[config.mk]
export PLATFORM = sky130hd
export DESIGN_NAME = kbd_rx_mmio
export DESIGN_NICKNAME = d
export VERILOG_FILES = /design/src/rtl/kbd_pkg.sv /design/src/rtl/kbd_rx_mmio_sync_fifo.sv /design/src/rtl/kbd_rx_mmio.sv
export SDC_FILE = /design/constraint.sdc
export NUM_CORES = 1
export LEC_CHECK = 0
export ABC_AREA = 1
export BUFFER_PORTS_ARGS = -buffer_cell sky130_fd_sc_hd__buf_4
export CELL_PAD_IN_SITES_DETAIL_PLACEMENT = 0
export CELL_PAD_IN_SITES_GLOBAL_PLACEMENT = 1
export CORE_ASPECT_RATIO = 0.6
export CORE_MARGIN = 2
export CORE_UTILIZATION = 40
export CTS_BUF_LIST = sky130_fd_sc_hd__clkbuf_8 sky130_fd_sc_hd__clkbuf_16
export CTS_CLUSTER_SIZE = 25
export DETAILED_ROUTE_END_ITERATION = 12
export HOLD_SLACK_MARGIN = 0.02
export PLACE_DENSITY_LB_ADDON = 0.12
export SETUP_SLACK_MARGIN = 0.5
export SYNTH_ARGS = -nofsm -noshare
export SYNTH_HDL_FRONTEND = slang
export SYNTH_SLANG_ARGS = --single-unit
export TNS_END_PERCENT = 1
[constraint.sdc]
create_clock -name clk -period 4.2 [get_ports clk]
set_input_delay 1.26 -clock clk [delete_from_list [all_inputs] [get_ports clk]]
set_output_delay 1.26 -clock clk [all_outputs]
set_load 0.005 [all_outputs]
[src/rtl/kbd_pkg.sv]
// Shared register map constants and decode helper for the keyboard receive port.
package kbd_pkg;

    localparam logic [4:0] KBD_DATA_OFF   = 5'h00;
    localparam logic [4:0] KBD_STATUS_OFF = 5'h08;
    localparam logic [4:0] KBD_CTRL_OFF   = 5'h10;

    localparam int unsigned STATUS_OVF_BIT  = 0;
    localparam int unsigned STATUS_FULL_BIT = 1;
    localparam int unsigned DATA_VALID_BIT  = 8;

    typedef enum logic [1:0] {
        REG_DATA   = 2'd0,
        REG_STATUS = 2'd1,
        REG_CTRL   = 2'd2,
        REG_RSVD   = 2'd3
    } kbd_reg_e;

    // Registers are 64-bit, so only address bits [4:3] pick the register.
    function automatic kbd_reg_e reg_decode(input logic [4:0] off);
        kbd_reg_e r;
        if (off[4:3] == KBD_DATA_OFF[4:3])
            r = REG_DATA;
        else if (off[4:3] == KBD_STATUS_OFF[4:3])
            r = REG_STATUS;
        else if (off[4:3] == KBD_CTRL_OFF[4:3])
            r = REG_CTRL;
        else
            r = REG_RSVD;
        return r;
    endfunction

endpackage

[src/rtl/kbd_rx_mmio_sync_fifo.sv]
// Synchronous FIFO with registered pointers and show-ahead output.
module sync_fifo #(
    parameter int unsigned DEPTH_LOG2 = 4,
    parameter int unsigned WIDTH      = 8
) (
    input  logic                  clk,
    input  logic                  reset,
    input  logic                  push,
    input  logic                  pop,
    input  logic [WIDTH-1:0]      din,
    output logic [WIDTH-1:0]      dout,
    output logic [DEPTH_LOG2:0]   count,
    output logic                  full,
    output logic                  empty
);

    localparam int unsigned DEPTH = 1 << DEPTH_LOG2;

    logic [WIDTH-1:0]      mem [DEPTH];
    logic [DEPTH_LOG2-1:0] wr_ptr;
    logic [DEPTH_LOG2-1:0] rd_ptr;
    logic                  do_push;
    logic                  do_pop;

    assign full  = (count == (DEPTH_LOG2+1)'(DEPTH));
    assign empty = (count == '0);
    assign dout  = mem[rd_ptr];

    // When full, a concurrent pop frees the slot the push writes into.
    assign do_pop  = pop & ~empty;
    assign do_push = push & (~full | do_pop);

    always_ff @(posedge clk) begin
        if (reset) begin
            wr_ptr <= '0;
            rd_ptr <= '0;
            count  <= '0;
        end else begin
            if (do_push)
                wr_ptr <= wr_ptr + 1'b1;
            if (do_pop)
                rd_ptr <= rd_ptr + 1'b1;
            case ({do_push, do_pop})
                2'b10:   count <= count + 1'b1;
                2'b01:   count <= count - 1'b1;
                default: count <= count;
            endcase
        end
    end

    always_ff @(posedge clk) begin
        if (do_push)
            mem[wr_ptr] <= din;
    end

endmodule

[src/rtl/kbd_rx_mmio.sv]
// Memory-mapped keyboard receive port: key-edge capture into a FIFO, DATA/STATUS/CTRL registers, level irq.
module kbd_rx_mmio
    import kbd_pkg::*;
#(
    parameter logic [63:0] BASE_ADDR  = 64'h0000_0000_8000_0010,
    parameter int unsigned DEPTH_LOG2 = 4
) (
    input  logic        clk,
    input  logic        reset,
    input  logic [7:0]  ascii_code,
    input  logic        key_pressed,
    input  logic [63:0] bus_address,
    input  logic        bus_read_enable,
    input  logic        bus_write_enable,
    input  logic [63:0] bus_write_data,
    output logic [63:0] bus_read_data,
    output logic        bus_read_valid,
    output logic        irq,
    output logic        overflow
);

    logic                key_pressed_d;
    logic                push;
    logic                pop;
    logic                sel;
    logic                rd_hit;
    logic                wr_hit;
    kbd_reg_e            reg_sel;
    logic [7:0]          fifo_dout;
    logic [DEPTH_LOG2:0] fifo_count;
    logic                fifo_full;
    logic                fifo_empty;
    logic                ctrl_ie;
    logic                ovf_set;
    logic                ovf_clr;
    logic [63:0]         rd_next;
    logic                unused_bits;

    assign unused_bits = ^{bus_address[2:0], bus_write_data[63:1]};

    // Loaded even during reset so a key held across reset release is not seen as a new press.
    always_ff @(posedge clk) begin
        key_pressed_d <= key_pressed;
    end

    assign push    = key_pressed & ~key_pressed_d;
    assign sel     = (bus_address[63:5] == BASE_ADDR[63:5]);
    assign reg_sel = reg_decode(bus_address[4:0]);
    assign rd_hit  = bus_read_enable & sel;
    assign wr_hit  = bus_write_enable & sel;
    assign pop     = rd_hit & (reg_sel == REG_DATA);
    assign ovf_set = push & fifo_full & ~pop;
    assign ovf_clr = wr_hit & (reg_sel == REG_STATUS) & bus_write_data[STATUS_OVF_BIT];

    sync_fifo #(
        .DEPTH_LOG2 (DEPTH_LOG2),
        .WIDTH      (8)
    ) u_fifo (
        .clk   (clk),
        .reset (reset),
        .push  (push),
        .pop   (pop),
        .din   (ascii_code),
        .dout  (fifo_dout),
        .count (fifo_count),
        .full  (fifo_full),
        .empty (fifo_empty)
    );

    always_comb begin
        rd_next = '0;
        case (reg_sel)
            REG_DATA: begin
                if (!fifo_empty) begin
                    rd_next[7:0]           = fifo_dout;
                    rd_next[DATA_VALID_BIT] = 1'b1;
                end
            end
            REG_STATUS: begin
                rd_next[DEPTH_LOG2+8:8]     = fifo_count;
                rd_next[STATUS_FULL_BIT]    = fifo_full;
                rd_next[STATUS_OVF_BIT]     = overflow;
            end
            REG_CTRL:  rd_next[0] = ctrl_ie;
            default:   rd_next = '0;
        endcase
    end

    always_ff @(posedge clk) begin
        if (reset) begin
            bus_read_data  <= '0;
            bus_read_valid <= 1'b0;
            irq            <= 1'b0;
            overflow       <= 1'b0;
            ctrl_ie        <= 1'b0;
        end else begin
            bus_read_valid <= rd_hit;
            if (rd_hit)
                bus_read_data <= rd_next;
            if (ovf_set)
                overflow <= 1'b1;
            else if (ovf_clr)
                overflow <= 1'b0;
            if (wr_hit && reg_sel == REG_CTRL)
                ctrl_ie <= bus_write_data[0];
            irq <= ctrl_ie & ~fifo_empty;
        end
    end

endmodule

==> results.yml <==
outcome:
  status: "finished, final reports clean"
global_routing:
  track_usage_pct: 17.9
  grt_first_pass_wirelength_um: 25800
  grt_overflow: 0
  grt_max_degree: 66
  antenna_found_initial: 0
  grt_pass1_vias: 4713
cells_and_area:
  drive_gt1_share_pct: 21.0
  nFillCells: 1673
  final_cell_mix: "edfxtp_1 (128), nor2_1 (124), buf_4 (111)"
  area_growth_pct: 18.6
  fin_nets: 961
  final_common_cell: "edfxtp_1"
  multiInputGateArea_um2: 2350
  ff_latch_area_um2: 4550
  final_area_um2: 8730
timing:
  slew_viol_final: 0
  skew_ns: 0.0137
  hold_viol_final: 0
  min_period_ns: 3.40
  fin_crit_sh_pct: 80.9
  final-setup-viol-count: 0
  setup_tns_ns: 0
  fmax_mhz: 294
  grt_setup_unrepaired: "no"
  worst_pin_slew_ns: 1.03
  relSlewSlack_pct: 31.2
  hold-worst-slack_ns: 0.468
logic_synthesis:
  avgSynthCellArea_um2: 10.3
  seq_area_frac_synth_pct: 61.7
  yosysTopAreaCellShare_pct: 52.2
  synth_edf_count: 128
  syn_inst: 714
  synth_top_area_cell: "edfxtp_1"
  synthTopCellsByArea: "edfxtp_1 (52%), dfxtp_1 (9.5%), nor2_1 (6.3%), buf_4 (5.5%), o21ai_0 (4.6%)"
  yosysWarnings: 0
  async_flop_share_pct: 0
  synth_area_um2: 7360
  ys_types: 33
  ys_seq_elements: 163
  yosys_most_used_dff: "edfxtp_1"
worst_setup_path:
  critPathTopFamily: "simple AND/OR/NAND/NOR gates"
  cp_slowest_stage_delay_ns: 0.26
  cp_common_cell: "nand2_1"
  start_kind: "input port"
  path_buf_inv: 2
  required_ns: 4.52
  crit_chain: "buf_4 > nor2_1 > nand2_1 > nor2_1 > nand2_1 > nor2_2 > nand4_1 > nand2_2 > nand2_4 > ha_2 > xor2_1 > ha_1 > inv_1 > nand2_1 > nand2_1 > o21ai_2 > a21oi_1 > o21ai_0 > o21ai_0 > nor2_1"
  critPathSlowestCell: "ha_2"
  cp_max_fo: 7
  worstPathArrival_ns: 3.71
  critPathKind: "in2reg"
  crit_path_end_kind: "register"
floorplanning:
  core-area_um2: 18100
  die_h_um: 109
  ios: 208
  dieArea_um2: 19500
  die_w_um: 179
  rows: 38
  start_util_pct: 40.8
detailed_routing:
  wl_per_cell_um: 16.2
  postRouteAntennaNets: 0
  dr.pass1.iters: 4
  drc: 0
  routed_wl_um: 17200
  drt_iter0_drc: 361
  vias_per_cell: 4.89
  route.vias.total: 5215
power_and_ir_drop:
  vdd_ir_drop_max_uv: 245
  p_per_area_nw_per_um2: 389
  leakage_nw: 3.29
  power_w: 0.00340
clock_tree:
  htreeDepth: 4
  cts_max_path_buffers: 2
  clk_latency_ns: 0.42
  numCtsBuffers: 17
  cts_tree: "done"
  clkTransAtPathRegs_ns: 0.07
  cts_root_buf: "clkbuf_16"
  cts_sinks: 163
placed_design:
  portBuffers: 90
  detailed_place.area_um2: 8140
  place_hpwl_um: 12000
  gp_congestion: 0.755
min_path:
  hold_class: "reg2reg"
run:
  max_cap_violations: 0
-- tightest hold or removal path, cell delays in order (launching register included) --
cell and delay, ns:
dfxtp_1 0.31, nand2_1 0.06, a21oi_1 0.05
-- metal layers --
layer	global-route usage, %	wire length, um	up-vias
met5	0	0	-
met4	4.72	121	0
met3	3.17	884	11
met1	28.4	8970	2499
met2	24.7	7250	149
li1	-	-	2556
-- registers in the layout (all words and copies together) (netlist names), named ones only --
signal / flops
bus_read_data: 13
bus_read_valid: 1
ctrl_ie: 1
irq: 1
key_pressed_d: 1
overflow: 1
u_fifo.count: 5
u_fifo.mem: 128
u_fifo.rd_ptr: 4
u_fifo.wr_ptr: 4
-- synthesized netlist by cell type (5+ instances only) --
cell type and count:
nand3_2 7, o22ai_1 24, a21oi_2 6, buf_4 54
nor3_1 17, edfxtp_1 128, nor2_1 124, a21oi_1 19
nand2_1 86, o21ai_1 5, clkbuf_1 17, nand3_1 42
buf_2 7, ha_1 8, o21ai_0 68, dfxtp_1 35
inv_1 30
-- where the power goes --
part           internal (W)  switching (W)  total, W
clock              0.000837       0.000665   0.00150
sequential          0.00175     0.00000672   0.00175
combinational     0.0000632      0.0000818  0.000145
-- final timing paths --
check / startpoint / endpoint / slack (ns) / cells after the start
worst max register to register: u_fifo.count[2] / u_fifo.count[4] / 1.46 / 16
worst max-delay path: bus_address[10] / u_fifo.count[4] / 0.80 / 20
worst min register to register: bus_read_data[12] / bus_read_data[12] / 0.47 / 2
worst min-delay path: bus_read_data[12] / bus_read_data[12] / 0.47 / 2
-- metrics by stage --
step                instances  utilization (%)  setup slack (ns)
finish                   1066             48.3             0.804
global route             1065             48.3             0.507
CTS                      1065             48.3             0.689
detailed placement       1033             45.1             0.251
global placement         1033             45.1             0.301
floorplan                 764                -             0.609
-- final cells by class --
cell class                      count  area share, %
Tap cell                          240           3.44
Antenna cell                        1         0.0287
Timing Repair Buffer              111           9.54
Inverter                           33           1.43
Multi-Input combinational cell    486           26.9
Clock inverter                     15           1.75
Clock buffer                       17           4.87
Sequential cell                   163           52.1
-- logic make-up (layout without fill, tap and decap cells) --
kind of cell	count (synthesis)	in the layout	share of synthesized area, %
xor+xnor	7	7	0.833
simple gates	292	292	17.4
buf+inv	115	176	9.06
compound gates	128	128	9.62
fa+ha+maj	8	8	1.36
flops	163	163	61.7
other cells	1	52	0.0509
-- what timing repair did --
item,CTS,global route
hold buffers,0,0
gates resized for setup,0,2
setup endpoints to repair,0,1
hold endpoints to repair,0,0
buffers inserted,0,0
No activity file was read; power rests on OpenSTA's default activity.
